--- src/rtl/board_port_arbiter.sv ---
// Shared memory-port arbiter: a pipelined display read stream against NCH round-robin
// write channels, with a starvation override that forces a pending write through.
module board_port_arbiter #(
    parameter int NCH       = 4,
    parameter int AW        = 12,
    parameter int DW        = 32,
    parameter int EDGE_MODE = 1,
    parameter int MAX_WAIT  = 15
) (
    input  logic              iCLK,
    input  logic              iRST_n,
    input  logic              iRD_REQ,
    input  logic [AW-1:0]     iRD_ADDR,
    output logic [DW-1:0]     oRD_DATA,
    output logic              oRD_VALID,
    output logic              oRD_DROP,
    input  logic [NCH-1:0]    iWR_REQ,
    input  logic [NCH*AW-1:0] iWR_ADDR,
    input  logic [NCH*DW-1:0] iWR_DATA,
    output logic [NCH-1:0]    oWR_ACK,
    output logic [AW-1:0]     oMEM_ADDR,
    output logic [DW-1:0]     oMEM_DATA,
    output logic              oMEM_WE,
    input  logic [DW-1:0]     iMEM_Q
);

    localparam int PW = (NCH > 1) ? $clog2(NCH) : 1;

    typedef enum logic [1:0] {
        SLOT_IDLE,
        SLOT_READ,
        SLOT_WRITE
    } slot_e;

    logic [NCH-1:0] r_req_prev;
    logic [NCH-1:0] r_pend;
    logic [AW-1:0]  r_hold_addr [NCH];
    logic [DW-1:0]  r_hold_data [NCH];
    logic [PW-1:0]  r_rr_ptr;
    logic [7:0]     r_wait_cnt;
    logic           r_rd_p1;
    logic           r_rd_p2;

    logic [AW-1:0]  w_in_addr [NCH];
    logic [DW-1:0]  w_in_data [NCH];
    logic [NCH-1:0] w_pend;
    logic [NCH-1:0] w_rise;
    logic [NCH-1:0] w_cap;
    logic [NCH-1:0] w_clear;
    logic [NCH-1:0] w_pend_nxt;
    logic           w_any_pend;
    logic           w_force;
    slot_e          w_slot;
    logic [PW-1:0]  w_cand;
    logic [PW-1:0]  w_grant_idx;
    logic           w_grant_found;
    logic [PW-1:0]  w_rr_nxt;
    logic [AW-1:0]  w_grant_addr;
    logic [DW-1:0]  w_grant_data;
    logic [7:0]     w_wait_nxt;

    always_comb begin
        for (int i = 0; i < NCH; i++) begin
            w_in_addr[i] = iWR_ADDR[i*AW +: AW];
            w_in_data[i] = iWR_DATA[i*DW +: DW];
        end
    end

    // NOTE: deliberately no reset here, so a request held high through reset is sampled
    // as "previous high" and does not count as a fresh edge after release.
    always_ff @(posedge iCLK) begin
        r_req_prev <= iWR_REQ;
    end

    // NOTE: every combinational output gets a default first so no path infers a latch.
    always_comb begin
        w_pend = (EDGE_MODE != 0) ? r_pend : iWR_REQ;
        w_any_pend = |w_pend;
        w_force = w_any_pend && (r_wait_cnt >= 8'(MAX_WAIT));
        w_slot = SLOT_IDLE;
        if (w_force || (w_any_pend && !iRD_REQ)) begin
            w_slot = SLOT_WRITE;
        end else if (iRD_REQ) begin
            w_slot = SLOT_READ;
        end
    end

    // Round-robin search starting at the pointer; first pending channel wins.
    always_comb begin
        w_grant_found = 1'b0;
        w_grant_idx = r_rr_ptr;
        w_cand = r_rr_ptr;
        for (int k = 0; k < NCH; k++) begin
            w_cand = PW'((int'(r_rr_ptr) + k) % NCH);
            if (!w_grant_found && w_pend[w_cand]) begin
                w_grant_found = 1'b1;
                w_grant_idx = w_cand;
            end
        end
        w_rr_nxt = (w_grant_idx == PW'(NCH - 1)) ? '0 : w_grant_idx + PW'(1);
        w_clear = '0;
        if (w_slot == SLOT_WRITE) begin
            w_clear[w_grant_idx] = 1'b1;
        end
        if (EDGE_MODE != 0) begin
            w_grant_addr = r_hold_addr[w_grant_idx];
            w_grant_data = r_hold_data[w_grant_idx];
        end else begin
            w_grant_addr = w_in_addr[w_grant_idx];
            w_grant_data = w_in_data[w_grant_idx];
        end
    end

    // A new edge is accepted when idle, or in the very cycle the old request is granted.
    always_comb begin
        w_rise = iWR_REQ & ~r_req_prev;
        w_cap = '0;
        w_pend_nxt = '0;
        if (EDGE_MODE != 0) begin
            w_cap = w_rise & (~r_pend | w_clear);
            w_pend_nxt = w_cap | (r_pend & ~w_clear);
        end
        if ((w_slot == SLOT_WRITE) || !w_any_pend) begin
            w_wait_nxt = '0;
        end else if (r_wait_cnt != 8'hFF) begin
            w_wait_nxt = r_wait_cnt + 8'd1;
        end else begin
            w_wait_nxt = r_wait_cnt;
        end
    end

    // NOTE: sequential state uses non-blocking assignments so every flop sees pre-edge values.
    always_ff @(posedge iCLK or negedge iRST_n) begin
        if (!iRST_n) begin
            r_pend <= '0;
            r_rr_ptr <= '0;
            r_wait_cnt <= '0;
            for (int i = 0; i < NCH; i++) begin
                r_hold_addr[i] <= '0;
                r_hold_data[i] <= '0;
            end
        end else begin
            r_pend <= w_pend_nxt;
            r_wait_cnt <= w_wait_nxt;
            if (w_slot == SLOT_WRITE) begin
                r_rr_ptr <= w_rr_nxt;
            end
            for (int i = 0; i < NCH; i++) begin
                if (w_cap[i]) begin
                    r_hold_addr[i] <= w_in_addr[i];
                    r_hold_data[i] <= w_in_data[i];
                end
            end
        end
    end

    // Memory port and read return pipeline: slot t -> port t+1 -> Q t+2 -> data t+3.
    always_ff @(posedge iCLK or negedge iRST_n) begin
        if (!iRST_n) begin
            oMEM_WE <= 1'b0;
            oMEM_ADDR <= '0;
            oMEM_DATA <= '0;
            oWR_ACK <= '0;
            oRD_DROP <= 1'b0;
            oRD_VALID <= 1'b0;
            oRD_DATA <= '0;
            r_rd_p1 <= 1'b0;
            r_rd_p2 <= 1'b0;
        end else begin
            oMEM_WE <= 1'b0;
            oWR_ACK <= '0;
            oRD_DROP <= w_force && iRD_REQ;
            r_rd_p1 <= (w_slot == SLOT_READ);
            r_rd_p2 <= r_rd_p1;
            oRD_VALID <= r_rd_p2;
            if (r_rd_p2) begin
                oRD_DATA <= iMEM_Q;
            end
            case (w_slot)
                SLOT_WRITE: begin
                    oMEM_WE <= 1'b1;
                    oMEM_ADDR <= w_grant_addr;
                    oMEM_DATA <= w_grant_data;
                    oWR_ACK <= w_clear;
                end
                SLOT_READ: begin
                    oMEM_ADDR <= iRD_ADDR;
                end
                default: begin
                end
            endcase
        end
    end

endmodule

--- config.mk ---
export PLATFORM = sky130hd
export DESIGN_NAME = board_port_arbiter
export DESIGN_NICKNAME = d
export VERILOG_FILES = /design/src/rtl/board_port_arbiter.sv
export SDC_FILE = /design/constraint.sdc
export NUM_CORES = 1
export LEC_CHECK = 0
export BUFFER_PORTS_ARGS = -buffer_cell sky130_fd_sc_hd__buf_2
export CORE_ASPECT_RATIO = 0.9
export CORE_UTILIZATION = 48
export CTS_CLUSTER_DIAMETER = 120
export DETAILED_ROUTE_END_ITERATION = 10
export GPL_TIMING_DRIVEN = 0
export PLACE_DENSITY_LB_ADDON = 0.25
export SETUP_SLACK_MARGIN = 0.2
export SKIP_LAST_GASP = 1
export SLEW_MARGIN = 25
export SYNTH_ARGS = -nofsm -noshare
export SYNTH_HDL_FRONTEND = slang
export SYNTH_SLANG_ARGS = --single-unit
--- constraint.sdc ---
create_clock -name iCLK -period 2.5 [get_ports iCLK]
set_input_delay 0.25 -clock iCLK [delete_from_list [all_inputs] [get_ports iCLK]]
set_output_delay 0.25 -clock iCLK [all_outputs]
set_load 0.02 [all_outputs]
---- Word level (Yosys, flattened, before mapping) ----
Cells that the tools add are included.
word-level totals
  output and inout bits ................... 83
  bits in registers ....................... 279
  logic and storage cells ................. 95
  bits of input ports ..................... 227
operators by class
  add/sub/neg operators ................... 5
  reductions and logical operators ........ 17
  $lt $le $gt $ge ......................... 8
  multiplexer cells ....................... 31
  bitwise operators ....................... 9
  eq/ne operators ......................... 4
operator list
  operator               count
  $bmux W32 S2           1
  $mux W32               2
  $bmux W12 S2           1
  $mux W12               2
  $pmux W12 S2           1
  $mux W8                2
  $lt A2 B3 Y1 const B   5
  $and A4 B4 Y4          3
  $not A4 Y4             3
  $mux W1                10
  $mux W2                5
  $add A8 B1 Y8 const B  1
  $bmux W1 S2            4
  $ge A8 B4 Y1 const B   1
  $mux W4                2
  $ne A8 B8 Y1 const B   1
  $or A4 B4 Y4           2
  $logic_and A1 B1 Y1    7
  $logic_not A1 Y1       5
  $add A2 B1 Y2 const B  2
  $add A2 B2 Y2 const B  2
  $eq A2 B2 Y1 const B   2
  $reduce_bool A2 Y1     2
  $reduce_or A4 Y1       1
  6 further kinds        7

---- Depth between registers and ports, before layout ----
  depth after elaboration ................. 20
  depth in mapped cells ................... 12
  depth with buffers taken out ............ 8

---- Worst setup path after synthesis ----
No wires, ideal clock.
  path kind ............................... register to register
  start point ............................. reg r_pend[1]
  end point ............................... reg r_hold_addr[14] (netlist bit)
  setup slack ............................. -151 ps
  stages on the path, launching flop included .. 12
  setup time .............................. 125 ps
  path buffers ............................ 4
  required time ........................... 2375 ps
  clock period less this slack ............ 2651 ps
  arrival time ............................ 2526 ps
  path through ............................ dfrtp_1 -> buf_2 -> nor3b_1 -> a21oi_1 -> a2bb2oi_2 -> buf_2 -> buf_2 -> ha_1 -> nand2_4 -> a21oi_4 -> buf_8 -> mux2_4
between the ends
  word-level cells in the longest chain between the ends .. 19
  elaborated cells between the ends (all ways) .. 34
  those cells by class .................... order compare: 2; eq/ne: 1; mux: 18; bitwise: 2; reduce/logical: 11
ends and longest elaborated chain
  what                                                                line  text
  from (decl)                                                         36    logic [NCH-1:0] r_pend;
  from (signal assigned)                                              143   r_pend <= w_pend_nxt;
  $bmux W1 S2                                                         95    if (!w_grant_found && w_pend[w_cand]) begin
  $mux W1 (implied by the code)                                       95
  $mux W1                                                             95
  $logic_not A1 Y1                                                    95
  $logic_and A1 B1 Y1                                                 95
  $mux W1                                                             95
  $logic_not A1 Y1                                                    95
  $logic_and A1 B1 Y1                                                 95
  (+3 left out)                                                       -
  $mux W2                                                             95
  $lt A2 B3 Y1 (implied by the code) or $ge A2 B1 Y1 (tied branches)  103   w_clear[w_grant_idx] = 1'b1;
  $logic_and A1 B1 Y1 (implied by the code)                           103
  $mux W1 (implied by the code)                                       103
  $demux W1 S2                                                        103
  $mux W4 (*)                                                         102   if (w_slot == SLOT_WRITE) begin
  $or A4 B4 Y4 (*)                                                    120   w_cap = w_rise & (~r_pend | w_clear);
  $and A4 B4 Y4 (*)                                                   120
  to (signal, indexed assignment)                                     150   r_hold_addr[i] <= w_in_addr[i];
  to (decl)                                                           37    logic [AW-1:0] r_hold_addr [NCH];
Every way passes the cells marked *; elsewhere a longest branch is shown, timed or not. The select of a mux whose other input is x is not followed.
A chain may end at the register's enable or synchronous reset.

---- Worst setup path after layout ----
  start point ............................. reg r_pend[2]
  end point ............................... reg r_hold_data[72] (netlist bit)
between the ends
  word-level cells in the longest chain between the ends .. 19
  elaborated cells between the ends (all ways) .. 34
  those cells by class .................... order compare: 2; eq/ne: 1; mux: 18; bitwise: 2; reduce/logical: 11
ends and longest elaborated chain
  what                                                                line  text
  $bmux W1 S2                                                         95
  $mux W1 (implied by the code)                                       95
  $mux W1                                                             95
  $logic_not A1 Y1                                                    95
  $logic_and A1 B1 Y1                                                 95
  $mux W1                                                             95
  $logic_not A1 Y1                                                    95
  $logic_and A1 B1 Y1                                                 95
  (+3 left out)                                                       -
  $mux W2                                                             95
  $lt A2 B3 Y1 (implied by the code) or $ge A2 B1 Y1 (tied branches)  103
  $logic_and A1 B1 Y1 (implied by the code)                           103
  $mux W1 (implied by the code)                                       103
  $demux W1 S2                                                        103
  $mux W4 (*)                                                         102
  $or A4 B4 Y4 (*)                                                    120
  $and A4 B4 Y4 (*)                                                   120
  to (signal, indexed assignment)                                     151   r_hold_data[i] <= w_in_data[i];
  to (decl)                                                           38    logic [DW-1:0] r_hold_data [NCH];
Marked as above.

==> key figures <==
Yosys
  – Synth area leader: dfrtp_1
  – Seq/Total Area, Yosys: 57.48%
  – Mux cell area share after synthesis: 29.34%
  – Adder-Cell Fraction of Synth Area: 0.5165%
  – Xor and xnor area share after synthesis: 0.1446%
  – Synth Register Bits: 279
  – Post-synth top flop: dfrtp_1
  – Ys async rst share: 98.57%
  – Ys Warns: 0
  – Largest family of logic cells by synthesized area: multiplexers
  – Simple-Gate Fraction of Synth Area: 3.957%
  – Top post-synthesis cells by area: dfrtp_1 (57%), mux2_2 (12%), mux2_4 (9.9%), mux2i_1 (5.3%), o221ai_1 (2.3%)
  – Area fraction of the dominant cell type after synthesis: 56.82%
  – Synth Area in Compound Gates: 5.207%
  – Cell variety after synth: 42
  – Synth Cell Area: 12,110 um2
  – Post-Synthesis Cells: 799
  – Mean Syn Cell Area: 15.16 um2
  – Post-synth EDFFs: 0

Floorplanning
  – Die span in x: 169.4 um
  – Row count: 54
  – Die area: 25,870 um2
  – Starting Density: 49.38%
  – Chip height: 152.7 um
  – Core area: 24,530 um2
  – # IOs: 310

Worst setup path
  – Crit path launch: r_pend[2]
  – Worst reg2reg endpoint: r_hold_data[72]
  – Data arrival, critical path: 2.80 ns
  – Critical Path RT: 2.94 ns
  – Flop2flop setup slack: 0.13 ns
  – Worst reg-to-reg path cell count: 13
  – Crit. End Element: register
  – Startpoint Class: register
  – FF-to-FF Start: r_pend[2]
  – Crit Path Class: register to register
  – Crit path to: r_hold_data[72]
  – Worst Path Max Fanout: 6

Detailed routing
  – Drt pass-1 iters: 5
  – Metal1 wirelength: 14,780 um
  – Top Metal Used: met4
  – DRC errors left: 0
  – Vias per cell: 5.156
  – Routed via count: 9,074
  – Post-route ant nets: 0
  – DRC marker count from the first detailed-route iteration: 447
  – Final wirelength: 35,340 um
  – Wire length on met2: 17,550 um
  – Met3 WL: 1994 um
  – Per-cell routed wire length: 20.08 um

Global route
  – First-pass GRT wire length: 53,930 um
  – Initial antenna violation count: 3
  – Total grt overflow: 0
  – GRT Util Overall: 26.78%
  – Vias in the first global route: 10,050
  – Largest net degree at the start of global routing: 91

STA
  – Part of the cycle the worst path needs: 94.71%
  – Endpoints failing setup: 0
  – Setup Skew: 0.01347 ns
  – Fmax: 422.3 MHz
  – RSZ-0062 raised after global routing: true
  – Min cycle time layout: 2.368 ns
  – Worst-Margin Slew: 0.6288 ns
  – Final Hold Vio Count: 0
  – Rel. slew slack: 58.08%
  – WHS: 0.1420 ns
  – Fin. max-slew vios: 0

Hold path
  – Worst hold path stage count: 4
  – Type of the worst min-delay path: input pin to register

Cells and area
  – Multi-input combinational cell area: 4915 um2
  – Layout area overhead: 51.20%
  – # fillers: 1,528
  – Non-filler cells, final: 1,760
  – Register area: 6963 um2
  – Final core utilization: 74.67%
  – Nets: 1,632
  – Share of layout cells above drive strength 1: 48.63%

CTS
  – Root buf cell: clkbuf_16
  – H-tree depth: 1
  – Num CTS Buffers: 29
  – Max Buffers Root-to-Sink: 3
  – CTS sink count: 279
  – Latest clock arrival within the worst-skew pair: 0.55 ns
  – Clk pin slew, worst setup/hold paths: 0.06 ns
  – CTS tree: built

Pwr
  – Static Leak: 8.526 nW
  – Sw frac: 35.32%
  – Power consumption: 0.02406 W
  – Switch Pwr: 0.008499 W
  – Logic pwr share: 48.0%
  – Pwr dens: 1314 nW/um2
  – Sequential share of power: 33.7%
  – Clock share of power: 18.2%
  – Max IR drop VDD: 0.7406 mV
  – Internal Power: 0.01556 W

Placed design
  – Post-DP HPWL: 20,700 um
  – Placed insts: 1,449
  – Port Buffer Count: 308
  – GP Congestion: 0.8264

Job
  – Max cap viols: 0

Status
  – Status: finished, final reports clean
timing repair:
item	4_1_cts	5_1_grt
cloned	2	11
setup buffers	28	3
pin swaps	8	7
endpoints found under the hold margin	398	0
endpoints found under the setup margin	197	178
resized for setup	47	16
hold buffers	213	0
critical path, stage by stage, from the launching register on:
cell       delay, ns
dfrtp_2         0.46
nor3b_4         0.17
a21oi_2         0.17
a2bb2oi_4       0.09
buf_8           0.13
buf_12          0.13
inv_8           0.06
ha_4            0.12
nand2_4         0.05
a21oi_4         0.13
buf_12          0.16
buf_12          0.13
buf_8           0.12
mux2_2          0.33
layout make-up:
type / instances / area share, %
multi-input cells: 461 / 26.84
clock inverters: 16 / 0.9429
inverters: 12 / 0.3143
diodes: 3 / 0.04099
plain buffers: 49 / 3.034
well taps: 336 / 2.296
flip-flops and latches: 279 / 38.02
repair buffers: 568 / 24.13
clock buffers: 36 / 4.380
power by group through the flow:
stage,clock network (W),registers [W],logic (W)
2_1_floorplan,0,0.00851,0.00668
3_3_place_gp,0,0.00795,0.00976
3_5_place_dp,0,0.00801,0.0100
4_1_cts,0.00445,0.00798,0.0111
5_1_grt,0.00465,0.00833,0.0124
6_report,0.00439,0.00812,0.0116
Yosys cell counts, drive strengths merged (8+ instances only):
cell / instances
dfrtp: 275
mux2: 208
mux2i: 64
nand2: 46
buf: 40
o221ai: 32
nand2b: 17
inv: 12
mux4: 12
nor2b: 12
o21a: 12
o32a: 12
clkbuf: 10
nor2: 8
routing by layer:
| metal | track usage (%) | vias up |
|---|---|---|
| li1 | - | 4095 |
| met1 | 33.78 | 4559 |
| met2 | 46.01 | 346 |
| met3 | 5.351 | 74 |
| met4 | 8.880 | 0 |
| met5 | 0 | - |
registers in the layout, indices dropped and copies added (netlist names):
signal and count:
oRD_VALID 1, r_hold_data 128, oRD_DATA 32, oWR_ACK 4, oRD_DROP 1, r_rr_ptr 2
r_rd_p2 1, oMEM_ADDR 12, r_rd_p1 1, oMEM_DATA 32, r_wait_cnt 8, r_req_prev 4
r_pend 4, oMEM_WE 1, r_hold_addr 48
stage by stage:
step | TNS (ns) | setup slack, ns | instance area [um2]
final | 0 | 0.1323 | 18310
after global routing | 0 | 0.07239 | 18310
after CTS | 0 | 0.1789 | 17970
after detailed placement | -51.40 | -0.3790 | 14310
after global placement | -1122.33 | -3.953 | 14220
after floorplan | 0 | 0.1697 | 12260
placed cells by master, fill, tap and decap left out, types with 7 or more instances in the layout:
cell type      instances
buf_12                25
buf_2                320
buf_4                 20
buf_6                  7
clkbuf_1              10
clkbuf_16             39
clkinv_2               7
dfrtp_1              274
dlygate4sd3_1        213
inv_1                  9
mux2_2               122
mux2_4                86
mux2i_1               64
mux4_2                12
nand2_1               42
nand2b_1              17
nor2_1                 7
nor2b_1               11
o21a_1                12
o221ai_1              32
o32a_1                12
cell families (layout without fill, tap and decap cells):
logic type,after synthesis,after routing
buf+inv,62,681
simple gates,94,94
compound gates,72,72
fa+ha+maj,5,5
flops,279,279
xor+xnor,2,2
other cells,1,7
mux,284,284
worst min-delay path by stage:
| stage | startpoint | to |
|---|---|---|
| final | iRD_ADDR[6] | oMEM_ADDR[6] |
| after global routing | iRST_n | oRD_DATA[25] |
| after CTS | iRD_ADDR[1] | oMEM_ADDR[1] |
| after detailed placement | iRST_n | oRD_DATA[21] |
| after global placement | r_rd_p1 | r_rd_p2 |
| after floorplan | iRST_n | oMEM_ADDR[0] |
Note: power is estimated with default switching activity, not from simulation.
